[src/rtl/fetch_queue.sv]
// fetch_queue: instruction-fetch front end feeding the IF/ID register.
//   Owns the fetch PC, issues in-order word requests to instruction memory,
//   buffers returned {PC, instruction} pairs in a DEPTH-entry FIFO and presents
//   the head to decode. An EX-stage redirect clears the FIFO, reloads the PC
//   and marks every response still in flight for discard.
// Ports:
//   clk, reset                 clock, asynchronous active-low reset
//   imem_req/addr/gnt          request channel (addr = fetch PC, word aligned)
//   imem_rvalid/rdata          in-order response channel
//   StallD                     decode holds the head entry
//   PCSrcE/PCTargetE           redirect from EX
//   validF/InstrF/PCF/PCPlus4F head entry to decode (zero when not valid)
//   perf_stall_cnt/flush_cnt   performance counters
// Optional feature: define FETCH_QUEUE_PERF_EN to build the performance
// counters; otherwise both counter ports read 32'h0.
module fetch_queue #(
    parameter logic [31:0] RESET_PC = 32'h0000_0000,
    parameter int          DEPTH    = 4,
    parameter int          CW       = $clog2(DEPTH) + 1
) (
    input  logic        clk,
    input  logic        reset,
    output logic        imem_req,
    output logic [31:0] imem_addr,
    input  logic        imem_gnt,
    input  logic        imem_rvalid,
    input  logic [31:0] imem_rdata,
    input  logic        StallD,
    input  logic        PCSrcE,
    input  logic [31:0] PCTargetE,
    output logic        validF,
    output logic [31:0] InstrF,
    output logic [31:0] PCF,
    output logic [31:0] PCPlus4F,
    output logic [31:0] perf_stall_cnt,
    output logic [31:0] perf_flush_cnt
);
    localparam int AW = $clog2(DEPTH);

    logic [31:0]   fetch_pc;
    logic [CW-1:0] count, outstanding, drop_cnt;
    logic [AW-1:0] rd_ptr, wr_ptr;     // instruction FIFO
    logic [AW-1:0] pq_rd, pq_wr;       // PCs of granted, unanswered requests
    logic [31:0]   fifo_instr [DEPTH];
    logic [31:0]   fifo_pc    [DEPTH];
    logic [31:0]   pc_queue   [DEPTH];

    logic [CW:0] occupancy;
    logic        grant, push, pop;

    // count + outstanding never exceeds DEPTH, the extra bit only keeps the
    // sum from wrapping in the compare.
    assign occupancy = {1'b0, count} + {1'b0, outstanding};
    assign imem_req  = (occupancy < (CW+1)'(DEPTH)) && !PCSrcE;
    assign imem_addr = fetch_pc;
    assign grant     = imem_req && imem_gnt;
    assign push      = imem_rvalid && (drop_cnt == '0) && !PCSrcE;
    assign pop       = validF && !StallD;

    assign validF   = (count != '0);
    assign InstrF   = validF ? fifo_instr[rd_ptr]      : 32'h0;
    assign PCF      = validF ? fifo_pc[rd_ptr]         : 32'h0;
    assign PCPlus4F = validF ? fifo_pc[rd_ptr] + 32'd4 : 32'h0;

    // Storage arrays carry no reset; the pointers/counters qualify them.
    always_ff @(posedge clk) begin
        if (grant) pc_queue[pq_wr] <= fetch_pc;
        if (push) begin
            fifo_instr[wr_ptr] <= imem_rdata;
            fifo_pc[wr_ptr]    <= pc_queue[pq_rd];
        end
    end

    always_ff @(posedge clk or negedge reset) begin
        if (!reset) begin
            fetch_pc    <= RESET_PC;
            count       <= '0;
            outstanding <= '0;
            drop_cnt    <= '0;
            rd_ptr      <= '0;
            wr_ptr      <= '0;
            pq_rd       <= '0;
            pq_wr       <= '0;
        end else begin
            // The PC queue tracks the memory pipeline and is never flushed:
            // wrong-path responses still arrive and must pop it.
            outstanding <= outstanding + CW'(grant) - CW'(imem_rvalid);
            if (grant)       pq_wr <= pq_wr + 1'b1;
            if (imem_rvalid) pq_rd <= pq_rd + 1'b1;

            if (PCSrcE) begin
                fetch_pc <= PCTargetE & ~32'h3;
                count    <= '0;
                rd_ptr   <= '0;
                wr_ptr   <= '0;
                // Everything still in flight after this cycle is wrong-path.
                // drop_cnt is already a subset of outstanding, so the new
                // value is the post-cycle outstanding count (no grant can
                // coincide with a redirect).
                drop_cnt <= outstanding - CW'(imem_rvalid);
            end else begin
                if (grant) fetch_pc <= fetch_pc + 32'd4;
                if (imem_rvalid && drop_cnt != '0) drop_cnt <= drop_cnt - 1'b1;
                if (push) wr_ptr <= wr_ptr + 1'b1;
                if (pop)  rd_ptr <= rd_ptr + 1'b1;
                count <= count + CW'(push) - CW'(pop);
            end
        end
    end

`ifdef FETCH_QUEUE_PERF_EN
    always_ff @(posedge clk or negedge reset) begin
        if (!reset) begin
            perf_stall_cnt <= 32'h0;
            perf_flush_cnt <= 32'h0;
        end else begin
            if (validF && StallD) perf_stall_cnt <= perf_stall_cnt + 32'd1;
            if (PCSrcE)           perf_flush_cnt <= perf_flush_cnt + 32'd1;
        end
    end
`else
    assign perf_stall_cnt = 32'h0;
    assign perf_flush_cnt = 32'h0;
`endif

endmodule

[config.mk]
export PLATFORM = sky130hd
export DESIGN_NAME = fetch_queue
export DESIGN_NICKNAME = d
export VERILOG_FILES = /design/src/rtl/fetch_queue.sv
export SDC_FILE = /design/constraint.sdc
export NUM_CORES = 1
export LEC_CHECK = 0
export ABC_CLOCK_PERIOD_IN_PS = 3600
export CAP_MARGIN = 30
export CORE_MARGIN = 2
export CORE_UTILIZATION = 54
export CTS_CLUSTER_DIAMETER = 150
export CTS_CLUSTER_SIZE = 25
export DETAILED_ROUTE_END_ITERATION = 10
export MAX_ROUTING_LAYER = met4
export PLACE_DENSITY = 0.8
export SETUP_SLACK_MARGIN = 0.1
export SLEW_MARGIN = 20
export SYNTH_ARGS = -nofsm -noshare
export SYNTH_HDL_FRONTEND = slang
export SYNTH_SLANG_ARGS = --single-unit
[constraint.sdc]
create_clock -name clk -period 3.6 [get_ports clk]
set_clock_uncertainty 0.1 [all_clocks]
set_input_delay 0.72 -clock clk [delete_from_list [all_inputs] [get_ports clk]]
set_output_delay 0.72 -clock clk [all_outputs]
set_load 0.01 [all_outputs]
==> reports/summary.txt, run 1 <==
DR iter-0 viols: 780
Synthesis Warnings: 0
Required @ worst endpoint: 2.78 ns
CP Capture Type: output port
Final Worst Setup Slack: -0.447 ns
site row count: 66
vias in the first global route: 9805
Num CTS Buffers: 20
fin util: 0.666
global placer's final weighted congestion: 0.867
initial antenna violation count: 1
drc violations: 0
most used cell, CP: buf_6
Seq cells post-synth: 415
Post-synth EDFFs: 368
Setup TNS: -4.82 ns
largest net degree at the start of global routing: 63
syn_area_per_cell: 17.0 um2
RSZ-0062 raised after global routing: yes
starting density of the core: 0.547
Nets: 1421
sequential area share after synthesis: 0.688
Placed Area: 0.0204 mm2
first-pass GRT wire length: 56000 um
area of the multi-input gates: 0.00521 mm2
CP max FO: 7
f_max: 0.247 GHz
Clock transition at path regs: 0.09 ns
clk_lat worst skew: 0.52 ns
Area growth, synth to finish: 21.6%
Pleak: 7.85 nW
Total Wirelength: 37400 um
worst-path cell chain: buf_12 > mux4_2 > buf_6 > nand3_4 > or4_4 > buf_6 > and4b_1 > mux2_4 > buf_6
maxcap violations: 0
first-pass detailed-route iteration total: 5
maximum clock path buffer count: 3
fillers: 2182
I/O Buffers: 191
all-layer global routing usage: 0.221
layout cells sized above 1: 0.235
asr flop ratio synth: 0.113
TritonCTS clock tree: done
vias per cell: 5.61
Die Span X: 185 um
Yosys cell types: 53
area of the core: 0.0325 mm2
failing checks: negative setup slack
post-synthesis instance total: 1045
register area: 0.0122 mm2
crit path DAT: 3.23 ns
run status: complete, but fails checks
Cells after DPL: 1711
Hold/Removal Path Class: flop to flop
peak supply drop: 0.385 mV
biggest cell delay along the critical path: 0.57 ns
HPWL after DPL: 24100 um
Post-Synthesis Cell Area: 0.0178 mm2
Final Slew Violations: 0
CTS H-tree lvls: 1
Post-Place Worst Slack: -0.291 ns
part of the cycle the worst path needs: 1.12
CTS root buf: clkbuf_16
startpoint types: flop
Slew HR: 0.394
Slew @ Worst Pin: 0.906 ns
min cycle time layout: 4.05 ns
Final setup viols: 19
fin cells: 1787
Boundary Pins: 264
CTS sink cnt: 415
post-route cell area: 0.0216 mm2
vias post-DR: 10.0k
Setup CP Type: flop to output port
top_reg_cell synth: edfxtp_1
Die Y: 185 um
Post-DRT Antenna Nets: 0
slowest cell on the critical path: dfrtp_4
grt ovf: 0
Fin. Hold Viols: 0
PwrDens: 647 mW/mm2
post-DR wirelength/cell: 21.0 um
die area: 0.0344 mm2
-- flip-flops by register name, summed over array words and instances (netlist names) --
register and cells:
outstanding 3, imem_addr 30, rd_ptr 2, drop_cnt 3, pq_wr 2, pq_rd 2
wr_ptr 2, pc_queue 120, fifo_pc 120, count 3, fifo_instr 128
-- cell type report --
class / instances / area share
tap: 442 / 0.0256
timing repair buffer: 304 / 0.136
multi-input combinational: 565 / 0.241
sequential: 415 / 0.566
clock buffer: 35 / 0.0268
clock inverter: 1 / 0.000521
inverter: 23 / 0.00400
antenna: 2 / 0.000232
-- what timing repair did --
item,4_1_cts,5_1_grt
hold buffers,0,1
endpoints found under the hold margin,0,7
buffers inserted,26,7
resized for setup,218,45
setup endpoints to repair,73,47
pin swaps,27,13
gates cloned,3,1
-- synth_stat cells (5+ instances only) --
cell / number / area, um2
and4_1: 7 / 61.3
nand4_1: 13 / 81.3
a21oi_1: 9 / 45.0
and2_1: 73 / 457
buf_4: 72 / 541
dfrtp_1: 47 / 1180
nand2_1: 46 / 173
o211ai_1: 7 / 52.6
xnor2_1: 19 / 166
edfxtp_1: 368 / 11100
or3_1: 8 / 50.1
inv_1: 22 / 82.6
o311ai_0: 7 / 61.3
mux4_2: 90 / 2030
nor2_1: 47 / 176
ha_1: 20 / 250
nor3_1: 10 / 50.1
buf_2: 5 / 25.0
nor2b_1: 8 / 50.1
nand3_1: 20 / 100
clkbuf_1: 22 / 82.6
mux2_2: 8 / 90.1
a221o_1: 5 / 50.1
and3_1: 10 / 62.6
o21ai_0: 31 / 155
xor2_1: 11 / 96.3
buf_1: 9 / 33.8
-- cells by family after synthesis --
group	share of synthesized area
other cells	0.000211
simple gates	0.0839
xor+xnor	0.0148
buf+inv	0.0458
compound gates	0.0249
mux	0.126
flops	0.688
fa+ha+maj	0.0163
-- stage by stage --
step           total power [W]  hold slack [ns]
2_1_floorplan          0.00903            0.324
5_1_grt                 0.0147            0.473
4_1_cts                 0.0140            0.234
6_report                0.0140            0.462
3_3_place_gp            0.0112            0.425
3_5_place_dp            0.0114            0.439
-- metal layers --
layer	share of wire	GRT usage	routed length (um)
met3	0.080	0.0340	2990
met2	0.49	0.364	18400
met5	0	-	0
met4	0.012	0.0343	446
met1	0.42	0.302	15600
-- path summary, 6_finish.rpt --
kind | from | endpoint | slack [ns] | cells past startpoint
max | rd_ptr[0]$_DFFE_PN0P_ | PCPlus4F[26] | -0.45 | 9
min | outstanding[0]$_DFF_PN0_ | outstanding[0]$_DFF_PN0_ | 0.46 | 1
max reg2reg | count[1]$_DFF_PN0_ | count[2]$_DFF_PN0_ | 0.73 | 10
min reg2reg | outstanding[0]$_DFF_PN0_ | outstanding[0]$_DFF_PN0_ | 0.46 | 1
max in group asynchronous | reset | imem_addr[5]$_DFFE_PN0P_ | 2.27 | 4
min in group asynchronous | reset | imem_addr[25]$_DFFE_PN0P_ | 0.47 | 2
-- power breakdown --
| part | total, W | leakage (nW) | switching (W) | internal, W |
|---|---|---|---|---|
| clock network | 0.00249 | 0.281 | 0.00138 | 0.00111 |
| logic | 0.00525 | 3.67 | 0.00254 | 0.00271 |
| registers | 0.00625 | 3.89 | 0.000386 | 0.00586 |
-- cells in the final DEF, fill, tap and decap left out, types with 18 or more instances in the layout --
cell / count
edfxtp_1: 368
clkdlybuf4s50_1: 110
mux4_2: 90
buf_4: 85
conb_1: 70
and2_1: 66
nor2_1: 47
dfrtp_1: 44
nand2_1: 43
o21ai_0: 28
dlygate4sd2_1: 25
buf_2: 24
clkbuf_16: 22
inv_1: 21
nand3_1: 20
ha_1: 19
dlymetal6s2s_1: 19
buf_6: 18
-- worst max-delay path, delay by kind of cell (launching register included) --
| family | cells | cell delay (ns) |
|---|---|---|
| AND/OR/NAND/NOR | 3 | 0.91 |
| multiplexers | 2 | 0.67 |
| flip-flops | 1 | 0.57 |
| buffers and inverters | 4 | 0.55 |
(Power assumes the default switching activity.)
==> run 2, diff against run 1 <==
--- a/config.mk
+++ b/config.mk
@@ -15,7 +15,7 @@
 export MAX_ROUTING_LAYER = met4
 export PLACE_DENSITY = 0.8
 export SETUP_SLACK_MARGIN = 0.1
-export SLEW_MARGIN = 20
+export SLEW_MARGIN = 25
 export SYNTH_ARGS = -nofsm -noshare
 export SYNTH_HDL_FRONTEND = slang
 export SYNTH_SLANG_ARGS = --single-unit
==> run 2 against run 1 <==
Effect of this change: the flow still finishes with violations (negative setup slack); non-clock buffer count is 1 lower; final cell count barely moved; sequential cell count is the same; worst hold slack lost 0.44 ns; via count is 0.14% lower; maximum frequency about the same; design area hardly changed; global-route usage unchanged; highest routed layer unchanged.
==> reports/summary.txt, run 2 (synthesis gave the netlist of run 1 again) <==
run status: complete, but fails checks
failing checks: negative setup slack
hold buffers post-CTS: 0
Slew HR: 0.368
Final Worst Setup Slack: -0.444 ns
Hold/Removal Path Class: input pin to asynchronous set/reset pin
most frequent cells in the layout: edfxtp_1, clkdlybuf4s50_1, mux4_2
Min Hold Slack: 0.0169 ns
Setup CP Type: flop to output port
crit path DAT: 3.22 ns
Sw Pwr: 0.00430 W
Post-DRT Antenna Nets: 0
Top Registers: fifo_instr: 128 flops, fifo_pc: 120 flops, pc_queue: 120 flops
startpoint types: flop
commonest non-fill, non-tap cell in the layout: edfxtp_1
vias in the first global route: 9805
vias post-DR: 10.0k
Area growth, synth to finish: 21.6%
Nets: 1420
TritonCTS clock tree: done
GRT busiest layer: met2
CTS H-tree lvls: 1
Boundary Pins: 264
Die Span X: 185 um
CTS sink cnt: 415
starting density of the core: 0.547
Final Slew Violations: 0
Num CTS Buffers: 20
CP max FO: 7
Cells after DPL: 1711
maxcap violations: 0
Pleak: 7.85 nW
Biggest register: fifo_instr
max reg flops: 128
Die Y: 185 um
I/O Buffers: 191
site row count: 66
slowest cell on the critical path: dfrtp_4
CP delay by family, top: simple AND/OR/NAND/NOR gates
clk_lat worst skew: 0.52 ns
peak supply drop: 0.385 mV
first-pass detailed-route iteration total: 7
area of the core: 0.0325 mm2
vias per cell: 5.60
Total Wirelength: 37400 um
Setup TNS: -4.72 ns
Slew @ Worst Pin: 0.945 ns
die area: 0.0344 mm2
HPWL after DPL: 24100 um
grt ovf: 0
initial antenna violation count: 1
post-DR wirelength/cell: 20.9 um
f_max: 0.247 GHz
most used cell, CP: buf_6
P_int: 0.00968 W
maximum clock path buffer count: 3
global placer's final weighted congestion: 0.867
worst-path cell chain: buf_12 > mux4_2 > buf_6 > nand3_4 > or4_4 > buf_6 > and4b_1 > mux2_4 > buf_6
met1 GRT Util: 0.302
largest net degree at the start of global routing: 63
Sw Ratio: 0.307
Fin. Hold Viols: 0
drc violations: 0
DR iter-0 viols: 827
met2 Use GR: 0.364
fin cells: 1786
RSZ-0062 raised after global routing: yes
first-pass GRT wire length: 56000 um
layout cells sized above 1: 0.235
biggest cell delay along the critical path: 0.57 ns
Flop pwr share: 0.447
CTS root buf: clkbuf_16
all-layer global routing usage: 0.221
Clock transition at path regs: 0.09 ns
part of the cycle the worst path needs: 1.12
CP Capture Type: output port
clock power share: 0.178
Post-Place Worst Slack: -0.291 ns
min cycle time layout: 4.04 ns
grt met3 use: 0.0340
Required @ worst endpoint: 2.78 ns
PwrDens: 647 mW/mm2
Logic pwr share: 0.375
Final setup viols: 18
crit path buf inv count: 4
[run 2: cell count changes in the layout (fill, tap and decap cells not counted)]
cell / before / now
buf_12: 12 / 11
buf_16: 2 / 3
dlygate4sd3_1: 1 / 0
[run 2: routing by layer]
| metal | vias to the layer above | part of all wire |
|---|---|---|
| met5 | - | 0 |
| met3 | 34 | 0.081 |
| met2 | 394 | 0.49 |
| met1 | 5115 | 0.42 |
| li1 | 4466 | - |
| met4 | 0 | 0.013 |
[run 2: cell type report]
class	count	area, um2
Fill cell	2183	10900
Antenna cell	2	5.00
Tap cell	442	553
Clock inverter	1	11.3
Timing Repair Buffer	303	2930
Clock buffer	35	578
Sequential cell	415	12200
Multi-Input combinational cell	565	5210
Inverter	23	86.3
[run 2: worst paths after layout]
check | startpoint | to | slack, ns | cells past startpoint
worst max-delay path | rd_ptr[0]$_DFFE_PN0P_ | PCPlus4F[26] | -0.44 | 9
worst min-delay path | reset | imem_addr[23]$_DFFE_PN0P_ | 0.02 | 1
worst max register to register | count[1]$_DFF_PN0_ | count[2]$_DFF_PN0_ | 0.73 | 10
worst min register to register | outstanding[0]$_DFF_PN0_ | outstanding[0]$_DFF_PN0_ | 0.46 | 1
max in group asynchronous | reset | imem_addr[5]$_DFFE_PN0P_ | 2.69 | 3
min in group clk | outstanding[0]$_DFF_PN0_ | outstanding[0]$_DFF_PN0_ | 0.46 | 1
[run 2: per-stage QoR]
stage / utilization / cell area (um2) / power [W]
after detailed placement: 0.630 / 20400 / 0.0114
after CTS: 0.659 / 21400 / 0.0140
after global placement: 0.630 / 20400 / 0.0112
after floorplan: - / 18000 / 0.00903
after global routing: 0.666 / 21600 / 0.0147
final: 0.666 / 21600 / 0.0140
[run 2: worst reg2reg max path, stage by stage, from the launching register on]
cell	delay [ns]
dfrtp_1	0.45
nor3_2	0.32
buf_4	0.46
nor2_1	0.21
ha_1	0.34
inv_1	0.06
ha_1	0.14
inv_1	0.05
fa_1	0.37
xnor2_1	0.19
nor2_1	0.06
[run 2: power by group through the flow]
stage               clock (W)  sequential, W  combinational [W]
global route          0.00271        0.00630            0.00565
floorplan                   0        0.00617            0.00286
detailed placement          0        0.00636            0.00502
global placement            0        0.00632            0.00490
finish                0.00249        0.00625            0.00525
CTS                   0.00254        0.00625            0.00519
[run 2: timing repair]
action                                  CTS  global route
endpoints found under the setup margin   73            47
gates cloned                              3             1
hold endpoints to repair                  0             0
setup buffers                            26             7
resized for setup                       218            45
pin swaps                                27            13
